[src/rtl/out_arbiter.sv]
// out_arbiter: shares one router output port between three channel FIFOs.
// Packet-granular arbitration: a granted channel sends header, payload and
// optional CRC byte before the port is re-arbitrated. Output uses a registered
// req/ack handshake; FIFOs are show-ahead and popped in the ack cycle.
// Build option: define OUT_ARB_FIXED_PRIO_EN for fixed priority (ch0 > ch1 > ch2)
// instead of round-robin.
module out_arbiter #(
    parameter int unsigned DATA_WIDTH = 8,
    parameter int unsigned DATA_SIZE  = 6
) (
    input  logic                  clk,
    input  logic                  rst_n,
    input  logic [2:0]            fifo_empty,
    output logic [2:0]            fifo_pop,
    input  logic [DATA_WIDTH-1:0] fifo0_data_out,
    input  logic [DATA_WIDTH-1:0] fifo1_data_out,
    input  logic [DATA_WIDTH-1:0] fifo2_data_out,
    input  logic                  crc_en,
    output logic [DATA_WIDTH-1:0] data_out,
    output logic                  data_out_req,
    input  logic                  data_out_ack,
    output logic [2:0]            grant,
    output logic                  busy
);

    localparam logic [2:0] IDLE      = 3'd0;
    localparam logic [2:0] LOAD      = 3'd1;
    localparam logic [2:0] SEND_HDR  = 3'd2;
    localparam logic [2:0] SEND_DATA = 3'd3;
    localparam logic [2:0] DONE      = 3'd4;

    // One extra bit so max size plus CRC byte does not wrap to zero.
    localparam int unsigned CNT_W = DATA_SIZE + 1;

    logic [2:0]            state_q, state_d;
    logic [2:0]            grant_q, grant_d;
    logic [1:0]            last_grant_q, last_grant_d;
    logic [CNT_W-1:0]      cnt_q, cnt_d;
    logic                  hdr_sent_q, hdr_sent_d;
    logic [DATA_WIDTH-1:0] data_out_q, data_out_d;
    logic                  req_q, req_d;

    logic [1:0]            order [3];
    logic                  pick_valid;
    logic [1:0]            pick_idx;
    logic [1:0]            grant_idx;
    logic [DATA_WIDTH-1:0] head_byte;
    logic                  head_empty;
    logic                  accept;
    logic [CNT_W-1:0]      hdr_cnt;

    // Search order of channels for the next grant, highest priority first.
    always_comb begin
`ifdef OUT_ARB_FIXED_PRIO_EN
        order = '{2'd0, 2'd1, 2'd2};
`else
        unique case (last_grant_q)
            2'd0:    order = '{2'd1, 2'd2, 2'd0};
            2'd1:    order = '{2'd2, 2'd0, 2'd1};
            default: order = '{2'd0, 2'd1, 2'd2};
        endcase
`endif
    end

    // First non-empty channel in search order.
    always_comb begin
        pick_valid = 1'b0;
        pick_idx   = 2'd0;
        for (int k = 0; k < 3; k++) begin
            if (!pick_valid && !fifo_empty[order[k]]) begin
                pick_valid = 1'b1;
                pick_idx   = order[k];
            end
        end
    end

    // Head byte and emptiness of the granted FIFO; grant index for last_grant.
    always_comb begin
        head_byte  = '0;
        head_empty = 1'b1;
        grant_idx  = grant_q[2] ? 2'd2 : (grant_q[1] ? 2'd1 : 2'd0);
        unique case (grant_q)
            3'b001: begin
                head_byte  = fifo0_data_out;
                head_empty = fifo_empty[0];
            end
            3'b010: begin
                head_byte  = fifo1_data_out;
                head_empty = fifo_empty[1];
            end
            3'b100: begin
                head_byte  = fifo2_data_out;
                head_empty = fifo_empty[2];
            end
            default: ;
        endcase
    end

    // A byte is consumed only when the sink acks a pending request.
    always_comb begin
        accept   = req_q && data_out_ack && ((state_q == SEND_HDR) || (state_q == SEND_DATA));
        fifo_pop = accept ? grant_q : 3'b000;
        hdr_cnt  = CNT_W'(data_out_q[DATA_SIZE-1:0]) + CNT_W'(crc_en);
    end

    // Next-state logic for the packet FSM and the output register.
    always_comb begin
        state_d      = state_q;
        grant_d      = grant_q;
        last_grant_d = last_grant_q;
        cnt_d        = cnt_q;
        hdr_sent_d   = hdr_sent_q;
        data_out_d   = data_out_q;
        req_d        = req_q;
        unique case (state_q)
            IDLE: begin
                if (pick_valid) begin
                    grant_d    = 3'b001 << pick_idx;
                    hdr_sent_d = 1'b0;
                    state_d    = LOAD;
                end
            end
            LOAD: begin
                // Hold off while the granted FIFO has nothing to show.
                if (!head_empty) begin
                    data_out_d = head_byte;
                    req_d      = 1'b1;
                    state_d    = hdr_sent_q ? SEND_DATA : SEND_HDR;
                end
            end
            SEND_HDR: begin
                if (accept) begin
                    req_d      = 1'b0;
                    hdr_sent_d = 1'b1;
                    cnt_d      = hdr_cnt;
                    state_d    = (hdr_cnt == '0) ? DONE : LOAD;
                end
            end
            SEND_DATA: begin
                if (accept) begin
                    req_d   = 1'b0;
                    cnt_d   = cnt_q - CNT_W'(1);
                    state_d = (cnt_q == CNT_W'(1)) ? DONE : LOAD;
                end
            end
            DONE: begin
                last_grant_d = grant_idx;
                grant_d      = 3'b000;
                req_d        = 1'b0;
                hdr_sent_d   = 1'b0;
                state_d      = IDLE;
            end
            default: begin
                grant_d = 3'b000;
                req_d   = 1'b0;
                state_d = IDLE;
            end
        endcase
    end

    // State registers; reset abandons any packet in flight.
    always_ff @(posedge clk or negedge rst_n) begin
        if (!rst_n) begin
            state_q      <= IDLE;
            grant_q      <= 3'b000;
            last_grant_q <= 2'd2;
            cnt_q        <= '0;
            hdr_sent_q   <= 1'b0;
            data_out_q   <= '0;
            req_q        <= 1'b0;
        end else begin
            state_q      <= state_d;
            grant_q      <= grant_d;
            last_grant_q <= last_grant_d;
            cnt_q        <= cnt_d;
            hdr_sent_q   <= hdr_sent_d;
            data_out_q   <= data_out_d;
            req_q        <= req_d;
        end
    end

    assign data_out     = data_out_q;
    assign data_out_req = req_q;
    assign grant        = grant_q;
    assign busy         = (state_q != IDLE);

endmodule

[config.mk]
export PLATFORM = sky130hd
export DESIGN_NAME = out_arbiter
export DESIGN_NICKNAME = d
export VERILOG_FILES = /design/src/rtl/out_arbiter.sv
export SDC_FILE = /design/constraint.sdc
export NUM_CORES = 1
export LEC_CHECK = 0
export CORE_MARGIN = 4
export CORE_UTILIZATION = 47
export CTS_CLUSTER_SIZE = 12
export DETAILED_ROUTE_END_ITERATION = 8
export PLACE_DENSITY = 0.89
export SETUP_SLACK_MARGIN = 0.4
export SLEW_MARGIN = 40
export SYNTH_ARGS = -nofsm -noshare
export SYNTH_HDL_FRONTEND = slang
export SYNTH_SLANG_ARGS = --single-unit
[constraint.sdc]
create_clock -name clk -period 2.6 [get_ports clk]
set_input_delay 0.65 -clock clk [delete_from_list [all_inputs] [get_ports clk]]
set_output_delay 0.65 -clock clk [all_outputs]
set_load 0.1 [all_outputs]
==> reports/results.ini <==
[placed_design]
place_ws_ps=-208
hpwlAfterDp_um=3070
postPlaceCellArea_mm2=0.00223
buffer_ports.inserted=46
routabilityCongestion=0.846

[power]
p_leak_nw=0.988
p_per_area_mw_per_mm2=1180
vdd_drop_max_uv=709
finalPower_w=0.00278

[clock_tree]
cts.path.max_buffers=2
cts.root.buffer_cell=clkbuf_4
clock_latency_ps=340
clkTransAtPathRegs_ps=140
cts-hold-fix-buffers=0
htreeDepth=1
cts_buffers=3
clock_sinks=25
tritoncts=built

[floorplan]
io_pins=47
design.core.area_mm2=0.00334
dieHeight_um=67.0
die_w_um=67.0
dieArea_mm2=0.00449
row_count=21
start_util=0.490

[worst_setup_path]
critPathLaunch=data_out_ack
r2r_setup_slack_ps=470
startpoint_type=input port
cp-end-kind=primary output
crit_required_ps=1950
r2r_cells=7
r2r_end=state_q[2]$_DFFE_PN0P_
reg2reg_from=data_out[0]$_DFFE_PN0P_
worstSetupPathType=in2out
critical_path_arrival_ps=1540
crit_fanout=4

[hold_path]
hold-path-cell-count=2
holdPathEnd=data_out[6]$_DFFE_PN0P_
min_from=data_out[6]$_DFFE_PN0P_
hold_path.class=reg2reg

[final_layout]
diodes=0
fin_area_mm2=0.00236
final_util=0.706
drive_gt1_frac=0.255
syn2layout_area_growth_pct=44.0
final_nets=295

[sta]
post-route-period-util=0.844
setup_ws_ps=406
hold_viol=0
fin_skew_ps=2.46
slew_violations=0
period_minus_slack_ps=2190
tightest_slew_ps=474
setup_viol=0
fmax_ghz=0.456
slew_headroom=0.683
rsz0062_at_grt=true

[global_routing]
grt_max_degree=26
grt-ovfl-total=0
grt_first_pass_wirelength_um=6840
grtUsageTotal=0.196
antenna_found_initial=0
first_global_vias=1624

[yosys]
synth_edf_count=0
yosysWarnings=0
yosysTopAreaCell=dfrtp_1
syn-cell-area_mm2=0.00164
syn_nets=236
synth-seq-cells=25
async_flop_share=1.00
synth.distinct_cells=43
synth_top_area_frac=0.367
synthCells=201
synth.area.top_cells=dfrtp_1 37%, nand2_1 6.2%, a21oi_1 6.1%
synth-main-ff-cell=dfrtp_1
yosysSeqAreaShare=0.383
synth_area_per_cell_um2=8.14

[routing]
post_drt_wl_per_cell_um=13.5
drcViolationCount=0
vias_per_cell=5.55
drt_iter0_drc=91
ant_nets=0
routed_wl_um=4130
routed-via-count=1692
dr.pass1.iters=4

[outcome]
status=complete, no violations

[run]
drv_cap=0

[synth_stat cells, types with 2 or more instances]
| cell type | instances |
|---|---|
| o21ai_1 | 7 |
| nor2b_1 | 5 |
| buf_2 | 2 |
| a21oi_1 | 20 |
| nor4_1 | 2 |
| mux2i_1 | 3 |
| and2_1 | 4 |
| nand3_1 | 8 |
| dfrtp_1 | 24 |
| clkbuf_1 | 8 |
| inv_1 | 3 |
| o22ai_1 | 2 |
| xnor2_1 | 4 |
| or3_1 | 4 |
| nor2_1 | 20 |
| ha_1 | 4 |
| mux2_2 | 2 |
| nand2_1 | 27 |
| a22oi_1 | 9 |
| o21ai_0 | 12 |
| nor3_1 | 6 |
| nand2b_1 | 3 |
| a211oi_1 | 2 |
[repair_timing]
item | CTS | global route
gates resized for setup | 8 | 6
buffers inserted | 2 | 4
setup endpoints to repair | 5 | 5
pin swaps | 1 | 1
[critical path, stage by stage]
cell and delay (ps):
dlygate4sd2_1 230, nand2_1 80, nor2b_1 120, buf_4 150, and2_4 150, buf_12 170
[cell families after synthesis]
logic type	count (synthesis)	synth area share
buf+inv	16	0.0451
xor+xnor	4	0.0214
mux	5	0.0321
simple gates	87	0.267
flops	25	0.383
compound gates	60	0.221
fa+ha+maj	4	0.0306
[metal layers]
metal	global-route usage	wire length [um]
met4	0.0785	85
met3	0.0472	271
met5	0	0
met1	0.235	1780
met2	0.334	1990
[power breakdown]
group | switching (W) | leakage [nW] | internal, W | total, W
Combinational | 0.00119 | 0.659 | 0.000662 | 0.00185
Clock | 0.000128 | 0.0177 | 0.0000580 | 0.000186
Sequential | 0.000193 | 0.312 | 0.000550 | 0.000743
[how the worst max path moves through the flow]
stage               slack, ps  cells past startpoint                endpoint
finish                    410                      6             fifo_pop[2]
global route              360                      6             fifo_pop[2]
CTS                       370                      5             fifo_pop[2]
detailed placement       -210                      8  state_q[0]$_DFFE_PN0P_
global placement          -80                      8  state_q[0]$_DFFE_PN0P_
floorplan                 400                      7  state_q[0]$_DFFE_PN0P_
[sequential cells by signal, indices dropped and copies added (netlist names)]
| register | cells |
|---|---|
| data_out | 8 |
| cnt_q | 7 |
| grant | 3 |
| state_q | 3 |
| last_grant_q | 2 |
| data_out_req | 1 |
| hdr_sent_q | 1 |
[final cells by class]
type	instances	area, um^2
tap	46	57.6
fill	262	980
inverter	4	15.0
multi-input combinational	160	995
sequential	25	641
clock inverter	1	5.00
timing repair buffer	66	622
clock buffer	3	22.5
[per-stage QoR]
step / TNS (ps) / hold slack [ps] / cells
2_1_floorplan: 0 / 354 / 201
3_3_place_gp: -154 / 478 / 295
3_5_place_dp: -391 / 488 / 295
4_1_cts: 0 / 520 / 301
5_1_grt: 0 / 531 / 305
6_report: 0 / 522 / 305
[layout by cell type (no fill, tap or decap), types with 2 or more instances in the layout]
master / instances
nor2b_1: 4
a22oi_1: 9
a211oi_1: 2
dfrtp_1: 17
or3_4: 2
nor4_1: 2
o22ai_1: 2
o21ai_0: 12
nor2_1: 20
buf_12: 4
nor3_1: 6
and2_4: 3
mux2_2: 2
or3_1: 2
o21ai_1: 7
dlygate4sd2_1: 2
clkdlybuf4s50_1: 28
dfrtp_4: 2
nand3_1: 7
clkbuf_4: 3
buf_4: 31
inv_1: 3
a21oi_1: 20
ha_1: 2
xnor2_1: 3
dfrtp_2: 5
mux2i_1: 3
nand2_1: 27
nand2b_1: 3
Power figures use the tool's default switching activity.
